--- src/rtl/neo_pkg.sv ---
`default_nettype none
// ----------------------------------------------------------------------------
// neo_pkg - shared FSM type and channel transmit order (rev 1.0)
// ----------------------------------------------------------------------------
package neo_pkg;

  typedef enum logic [1:0] {
    IDLE  = 2'd0,
    SEND  = 2'd1,
    LATCH = 2'd2
  } state_t;

  localparam logic [1:0] CH_R = 2'd0;
  localparam logic [1:0] CH_G = 2'd1;
  localparam logic [1:0] CH_B = 2'd2;
  localparam logic [1:0] CH_W = 2'd3;

  // Wire order within a pixel is G, R, B, W.
  function automatic logic [1:0] tx_channel(input logic [1:0] slot);
    logic [1:0] ch;
    case (slot)
      2'd0:    ch = CH_G;
      2'd1:    ch = CH_R;
      2'd2:    ch = CH_B;
      default: ch = CH_W;
    endcase
    return ch;
  endfunction

endpackage
`default_nettype wire

--- src/rtl/neo_bit_encoder.sv ---
`default_nettype none
// ----------------------------------------------------------------------------
// neo_bit_encoder - one NeoPixel bit period with programmable high time (rev 1.0)
// ----------------------------------------------------------------------------
module neo_bit_encoder #(
  parameter int T0H_CYC  = 18,
  parameter int T1H_CYC  = 35,
  parameter int TBIT_CYC = 63
) (
  input  logic clock,
  input  logic reset_n,
  input  logic start,
  input  logic bit_val,
  output logic wave,
  output logic bit_done
);

  localparam int CW = (TBIT_CYC > 1) ? $clog2(TBIT_CYC) : 1;
  localparam logic [CW-1:0] C_LAST = CW'(TBIT_CYC - 1);
  localparam logic [CW-1:0] C_T0H  = CW'(T0H_CYC);
  localparam logic [CW-1:0] C_T1H  = CW'(T1H_CYC);

  logic          active;
  logic [CW-1:0] cnt;

  // A start on the final cycle of a bit chains the next bit with no gap.
  always_ff @(posedge clock or negedge reset_n) begin
    if (!reset_n) begin
      active <= 1'b0;
      cnt    <= '0;
    end else if (start) begin
      active <= 1'b1;
      cnt    <= '0;
    end else if (active) begin
      if (cnt == C_LAST) begin
        active <= 1'b0;
        cnt    <= '0;
      end else begin
        cnt <= cnt + 1'b1;
      end
    end
  end

  // bit_val is sampled live so a value written on the start edge is honoured.
  assign bit_done = active && (cnt == C_LAST);
  assign wave     = active && (cnt < (bit_val ? C_T1H : C_T0H));

endmodule
`default_nettype wire

--- src/rtl/neo_strand_ctrl_param.sv ---
`default_nettype none
// ----------------------------------------------------------------------------
// neo_strand_ctrl_param - framebuffered GRB/GRBW NeoPixel strand controller (rev 1.0)
// ----------------------------------------------------------------------------
module neo_strand_ctrl_param
  import neo_pkg::*;
#(
  parameter int NUM_PIXELS = 5,
  parameter int COLORS     = 3,
  parameter int CH_BITS    = 8,
  parameter int T0H_CYC    = 18,
  parameter int T1H_CYC    = 35,
  parameter int TBIT_CYC   = 63,
  parameter int LATCH_CYC  = 2500,
  localparam int PW = (NUM_PIXELS > 1) ? $clog2(NUM_PIXELS) : 1
) (
  input  logic               clock,
  input  logic               reset_n,
  input  logic [PW-1:0]      pixel_index,
  input  logic [1:0]         color_index,
  input  logic [CH_BITS-1:0] color_level,
  input  logic               load_color,
  input  logic               clear_all,
  input  logic               send_it,
  output logic               neo_data,
  output logic               ready_to_load,
  output logic               ready_to_send,
  output logic               busy,
  output logic               done_send,
  output logic               done_wait,
  output logic               load_error
);

  localparam int NBITS = NUM_PIXELS * COLORS * CH_BITS;
  localparam int BW    = $clog2(NBITS);
  localparam int SW    = (CH_BITS > 1) ? $clog2(CH_BITS) : 1;
  localparam int LW    = (LATCH_CYC > 1) ? $clog2(LATCH_CYC) : 1;

  localparam logic [BW-1:0] BIT_LAST   = BW'(NBITS - 1);
  localparam logic [SW-1:0] BPOS_TOP   = SW'(CH_BITS - 1);
  localparam logic [1:0]    SLOT_LAST  = 2'(COLORS - 1);
  localparam logic [LW-1:0] LATCH_LAST = LW'(LATCH_CYC - 1);

  state_t             state;
  state_t             next_state;
  logic               is_idle;

  logic [CH_BITS-1:0] fb [NUM_PIXELS][COLORS];

  logic [PW-1:0]      pix;
  logic [1:0]         slot;
  logic [SW-1:0]      bpos;
  logic [BW-1:0]      bit_idx;
  logic [LW-1:0]      lcnt;

  logic               load_ok;
  logic               enc_start;
  logic               enc_bit;
  logic               enc_wave;
  logic               enc_done;
  logic               last_bit;
  logic               latch_end;

  assign load_ok   = (int'(pixel_index) < NUM_PIXELS) && (int'(color_index) < COLORS);
  assign last_bit  = (state == SEND) && enc_done && (bit_idx == '0);
  assign latch_end = (state == LATCH) && (lcnt == LATCH_LAST);
  assign enc_start = (is_idle && send_it) || ((state == SEND) && enc_done && (bit_idx != '0));
  assign enc_bit   = fb[pix][tx_channel(slot)][bpos];
  assign neo_data  = enc_wave;

  neo_bit_encoder #(
    .T0H_CYC  (T0H_CYC),
    .T1H_CYC  (T1H_CYC),
    .TBIT_CYC (TBIT_CYC)
  ) u_enc (
    .clock    (clock),
    .reset_n  (reset_n),
    .start    (enc_start),
    .bit_val  (enc_bit),
    .wave     (enc_wave),
    .bit_done (enc_done)
  );

  always_ff @(posedge clock or negedge reset_n) begin
    if (!reset_n) begin
      state <= IDLE;
    end else begin
      state <= next_state;
    end
  end

  always_comb begin
    next_state = state;
    case (state)
      IDLE:    if (send_it)   next_state = SEND;
      SEND:    if (last_bit)  next_state = LATCH;
      LATCH:   if (latch_end) next_state = IDLE;
      default:                next_state = IDLE;
    endcase
  end

  always_comb begin
    is_idle       = (state == IDLE);
    busy          = (state == SEND) || (state == LATCH);
    ready_to_load = is_idle;
    ready_to_send = is_idle;
  end

  // Writes are only honoured in IDLE, so SEND can read the buffer live.
  always_ff @(posedge clock or negedge reset_n) begin
    if (!reset_n) begin
      for (int p = 0; p < NUM_PIXELS; p++) begin
        for (int c = 0; c < COLORS; c++) begin
          fb[p][c] <= '0;
        end
      end
    end else if (is_idle) begin
      if (clear_all) begin
        for (int p = 0; p < NUM_PIXELS; p++) begin
          for (int c = 0; c < COLORS; c++) begin
            fb[p][c] <= '0;
          end
        end
      end else if (load_color && load_ok) begin
        fb[pixel_index][color_index] <= color_level;
      end
    end
  end

  always_ff @(posedge clock or negedge reset_n) begin
    if (!reset_n) begin
      bit_idx <= BIT_LAST;
      pix     <= '0;
      slot    <= '0;
      bpos    <= BPOS_TOP;
      lcnt    <= '0;
    end else begin
      case (state)
        IDLE: begin
          if (send_it) begin
            bit_idx <= BIT_LAST;
            pix     <= '0;
            slot    <= '0;
            bpos    <= BPOS_TOP;
          end
        end
        SEND: begin
          // bit_idx drives the exit; pix/slot/bpos address the buffer.
          if (enc_done && (bit_idx != '0)) begin
            bit_idx <= bit_idx - 1'b1;
            if (bpos == '0) begin
              bpos <= BPOS_TOP;
              if (slot == SLOT_LAST) begin
                slot <= '0;
                pix  <= pix + 1'b1;
              end else begin
                slot <= slot + 1'b1;
              end
            end else begin
              bpos <= bpos - 1'b1;
            end
          end
        end
        LATCH: begin
          lcnt <= latch_end ? '0 : lcnt + 1'b1;
        end
        default: ;
      endcase
    end
  end

  always_ff @(posedge clock or negedge reset_n) begin
    if (!reset_n) begin
      done_send  <= 1'b0;
      done_wait  <= 1'b0;
      load_error <= 1'b0;
    end else begin
      done_send  <= last_bit;
      done_wait  <= latch_end;
      load_error <= is_idle && load_color && !clear_all && !load_ok;
    end
  end

endmodule
`default_nettype wire

--- config.mk ---
export PLATFORM = sky130hd
export DESIGN_NAME = neo_strand_ctrl_param
export DESIGN_NICKNAME = d
export VERILOG_FILES = /design/src/rtl/neo_pkg.sv /design/src/rtl/neo_bit_encoder.sv /design/src/rtl/neo_strand_ctrl_param.sv
export SDC_FILE = /design/constraint.sdc
export NUM_CORES = 1
export LEC_CHECK = 0
export CAP_MARGIN = 20
export CELL_PAD_IN_SITES_DETAIL_PLACEMENT = 1
export CELL_PAD_IN_SITES_GLOBAL_PLACEMENT = 1
export CORE_MARGIN = 3
export CORE_UTILIZATION = 46
export CTS_CLUSTER_DIAMETER = 50
export DETAILED_ROUTE_END_ITERATION = 16
export PLACE_DENSITY_LB_ADDON = 0.05
export SLEW_MARGIN = 20
export SYNTH_ARGS = -nofsm -noshare
export SYNTH_HDL_FRONTEND = slang
export SYNTH_SLANG_ARGS = --single-unit
--- constraint.sdc ---
create_clock -name clock -period 4 [get_ports clock]
set_clock_uncertainty 0.2 [all_clocks]
set_input_delay 0.4 -clock clock [delete_from_list [all_inputs] [get_ports clock]]
set_output_delay 0.4 -clock clock [all_outputs]
set_load 0.1 [all_outputs]
==> impl_metrics.tcl, run 1 <==
set metrics [dict create \
    die_x_um 136 \
    worstSetupPathType "flop to primary output" \
    syn-num-nets 719 \
    ys_seq_area_share_pct 51.5 \
    dp_hpwl_um 15400 \
    grt_pass1_vias 6282 \
    grt_pass1_wl_um 37000 \
    power.density_mw_per_mm2 365 \
    io_pins 25 \
    antenna_found_initial 0 \
    cts.sinks 159 \
    rsz0062_at_grt "yes" \
    setup_ws_ns -0.260 \
    cap_viol_max_count 0 \
    synthCells 684 \
    synth_top_area_share_pct 48.4 \
    min_period_ns 4.26 \
    path_max_fanout 8 \
    cp_common_cell "ha_4" \
    syn_to_final_growth_pct 18.0 \
    grt_overflow 0 \
    fin_hold_ws_ns 0.291 \
    synth_top_cells_by_count "dfrtp_1, o2bb2ai_1, mux2i_1" \
    port_buffers 24 \
    ctsLongestPathBuffers 2 \
    n_antenna_cell 0 \
    dieArea_mm2 0.0184 \
    hold_violations 0 \
    cp_num_buf_inv 3 \
    crit_family "simple AND/OR/NAND/NOR gates" \
    clk_pin_slew_ns 0.07 \
    cts_buffers 17 \
    irDropWorstVdd_mv 0.284 \
    worst-slew-pin-transition_ns 0.999 \
    clock-root-buffer "clkbuf_16" \
    synth-async-reset-ratio_pct 100 \
    post-place-ws_ns -0.0858 \
    grt_max_degree 77 \
    ys_ff_latch 159 \
    clock_latency_ns 0.43 \
    p_leak_nw 3.81 \
    dp_cells 900 \
    drtIter0Drc 355 \
    via_per_inst 6.22 \
    die_h_um 136 \
    critical-path-max-stage-delay_ns 0.43 \
    fillers 1665 \
    final_cells 950 \
    synth_most_common_cell "dfrtp_1" \
    ys_warn_count 0 \
    drt_wl_total_um 23300 \
    maxSlewViolCount 0 \
    h-tree-depth 4 \
    grtUsageTotal_pct 26.5 \
    tns_ns -0.260 \
    arrival_ns 3.66 \
    min_period_over_period_pct 106 \
    num_vias 5907 \
    violations "negative setup slack" \
    relSlewSlack_pct 33.2 \
    drt-pass1-iter-count 5 \
    crit_required_ns 3.40 \
    finalNetCount 756 \
    timing.final.setup_violations 1 \
    start_util_pct 47.9 \
    yosysTopAreaCell "dfrtp_1" \
    wl_per_cell_um 24.5 \
    synthesis.area_mm2 0.00775 \
    synthTopCellsByArea "dfrtp_1, o2bb2ai_1, mux2i_1, dfstp_2, ha_1" \
    cts_tree "done" \
    drc_errors 0 \
    max_freq_ghz 0.235 \
    worstHoldPathType "flop to flop" \
    end_kind "primary output" \
    critical_path.cell_chain "inv_2 -> ha_4 -> buf_6 -> or3b_4 -> o21ai_0 -> o31ai_2 -> a22oi_2 -> nor4_4 -> or2_4 -> ha_4 -> nor4b_2 -> nand2_1 -> o31ai_4 -> buf_12" \
    crit_path_start_kind "flop" \
    place_congestion 0.870 \
    ys_types 65 \
    rows 46 \
    outcome "finished with violations" \
    slowest_stage "or3b_4" \
    synth_edf_count 0 \
    placeableCoreArea_mm2 0.0162 \
    drive_gt1_share_pct 16.8 \
    postLayoutCoreUtil_pct 56.5 \
    syn_area_per_cell_um2 11.3 \
    ant_nets 0 \
    synth_ff_type "dfrtp_1" \
]
==> timing repair <==
item	4_1_cts	5_1_grt
endpoints found under the setup margin	1	1
hold buffers	1	0
cloned	0	0
pin swaps	8	11
buffers inserted	10	8
gates resized for setup	6	17
hold endpoints to repair	74	0
==> metrics by stage <==
step           area [um^2]  total power, mW
6_report              9140             3.34
4_1_cts               9010             3.37
2_1_floorplan         7840             1.66
3_3_place_gp          8300             1.72
5_1_grt               9140             3.45
3_5_place_dp          8300             1.72
==> layer usage <==
layer,part of all wire (%),track usage (%),vias to the layer above
met5,0,0,-
met4,1.6,8.29,0
met3,4.4,4.68,27
met2,49,42.9,141
met1,45,36.4,3073
li1,-,-,2666
==> cell usage in the layout, fill, tap and decap left out, types with 5 or more instances in the layout <==
cell type	count
nor2b_1	6
clkbuf_16	17
inv_1	30
nand4_1	6
inv_6	5
ha_1	15
mux2_2	5
xor2_1	13
dfrtp_1	148
a21oi_1	14
nor3_1	6
nand2_1	37
o22ai_1	5
xnor2_1	5
mux2i_1	42
o2bb2ai_1	123
nor2_1	33
clkdlybuf4s50_1	22
o21ai_1	16
mux4_2	6
nand3_1	20
dfstp_2	9
o21ai_0	15
buf_4	26
==> cell type report <==
cell class | count | area [um^2] | share of cell area, %
timing repair buffer | 57 | 546 | 5.97
sequential | 159 | 3990 | 43.7
inverter | 33 | 124 | 1.35
tap | 216 | 270 | 2.96
clock buffer | 18 | 439 | 4.80
clock inverter | 14 | 154 | 1.68
multi-input combinational | 453 | 3620 | 39.6
==> report_power, final <==
group	total, mW	switching, mW	internal (mW)	leakage, nW
clock	1.65	0.703	0.945	0.284
sequential	1.61	0	1.61	2.15
combinational	0.0819	0.0593	0.0226	1.38
total	3.34	0.762	2.58	3.81
==> registers in the layout, indices dropped and copies added, names as in the netlist <==
register      flops
u_enc.active      1
pix               3
done_send         1
u_enc.cnt         6
lcnt             12
bit_idx           7
slot              2
load_error        1
fb              120
bpos              3
state             2
done_wait         1
==> cells by family (layout without fill, tap and decap cells) <==
group | after synthesis | in the layout | synth area share [%]
AO/OA/AOI/OAI | 216 | 216 | 21.8
multiplexers | 54 | 54 | 8.03
flip-flops | 159 | 159 | 51.5
buffers and inverters | 72 | 122 | 3.76
XOR/XNOR | 18 | 18 | 2.03
adder cells (fa/ha/maj) | 17 | 17 | 2.74
AND/OR/NAND/NOR | 148 | 148 | 10.2
==> final timing paths <==
kind / from / to / slack (ns) / cells past startpoint
max: slot[1]$_DFFE_PN0P_ / neo_data / -0.26 / 14
min: fb[103]$_DFFE_PN0P_ / fb[103]$_DFFE_PN0P_ / 0.29 / 1
max reg2reg: state[1]$_DFFE_PN0P_ / state[1]$_DFFE_PN0P_ / 1.21 / 7
min reg2reg: fb[103]$_DFFE_PN0P_ / fb[103]$_DFFE_PN0P_ / 0.29 / 1
max in group asynchronous: reset_n / fb[95]$_DFFE_PN0P_ / 2.31 / 3
min in group asynchronous: reset_n / lcnt[9]$_DFFE_PN0N_ / 0.36 / 2
(Power assumes the default switching activity.)
==> inputs of run 2 (changes only) <==
Settings changed: CTS_CLUSTER_DIAMETER 50 to not set.
==> results of run 2 <==
No change in the layout: final DEF, timing and power equal those of run 1.
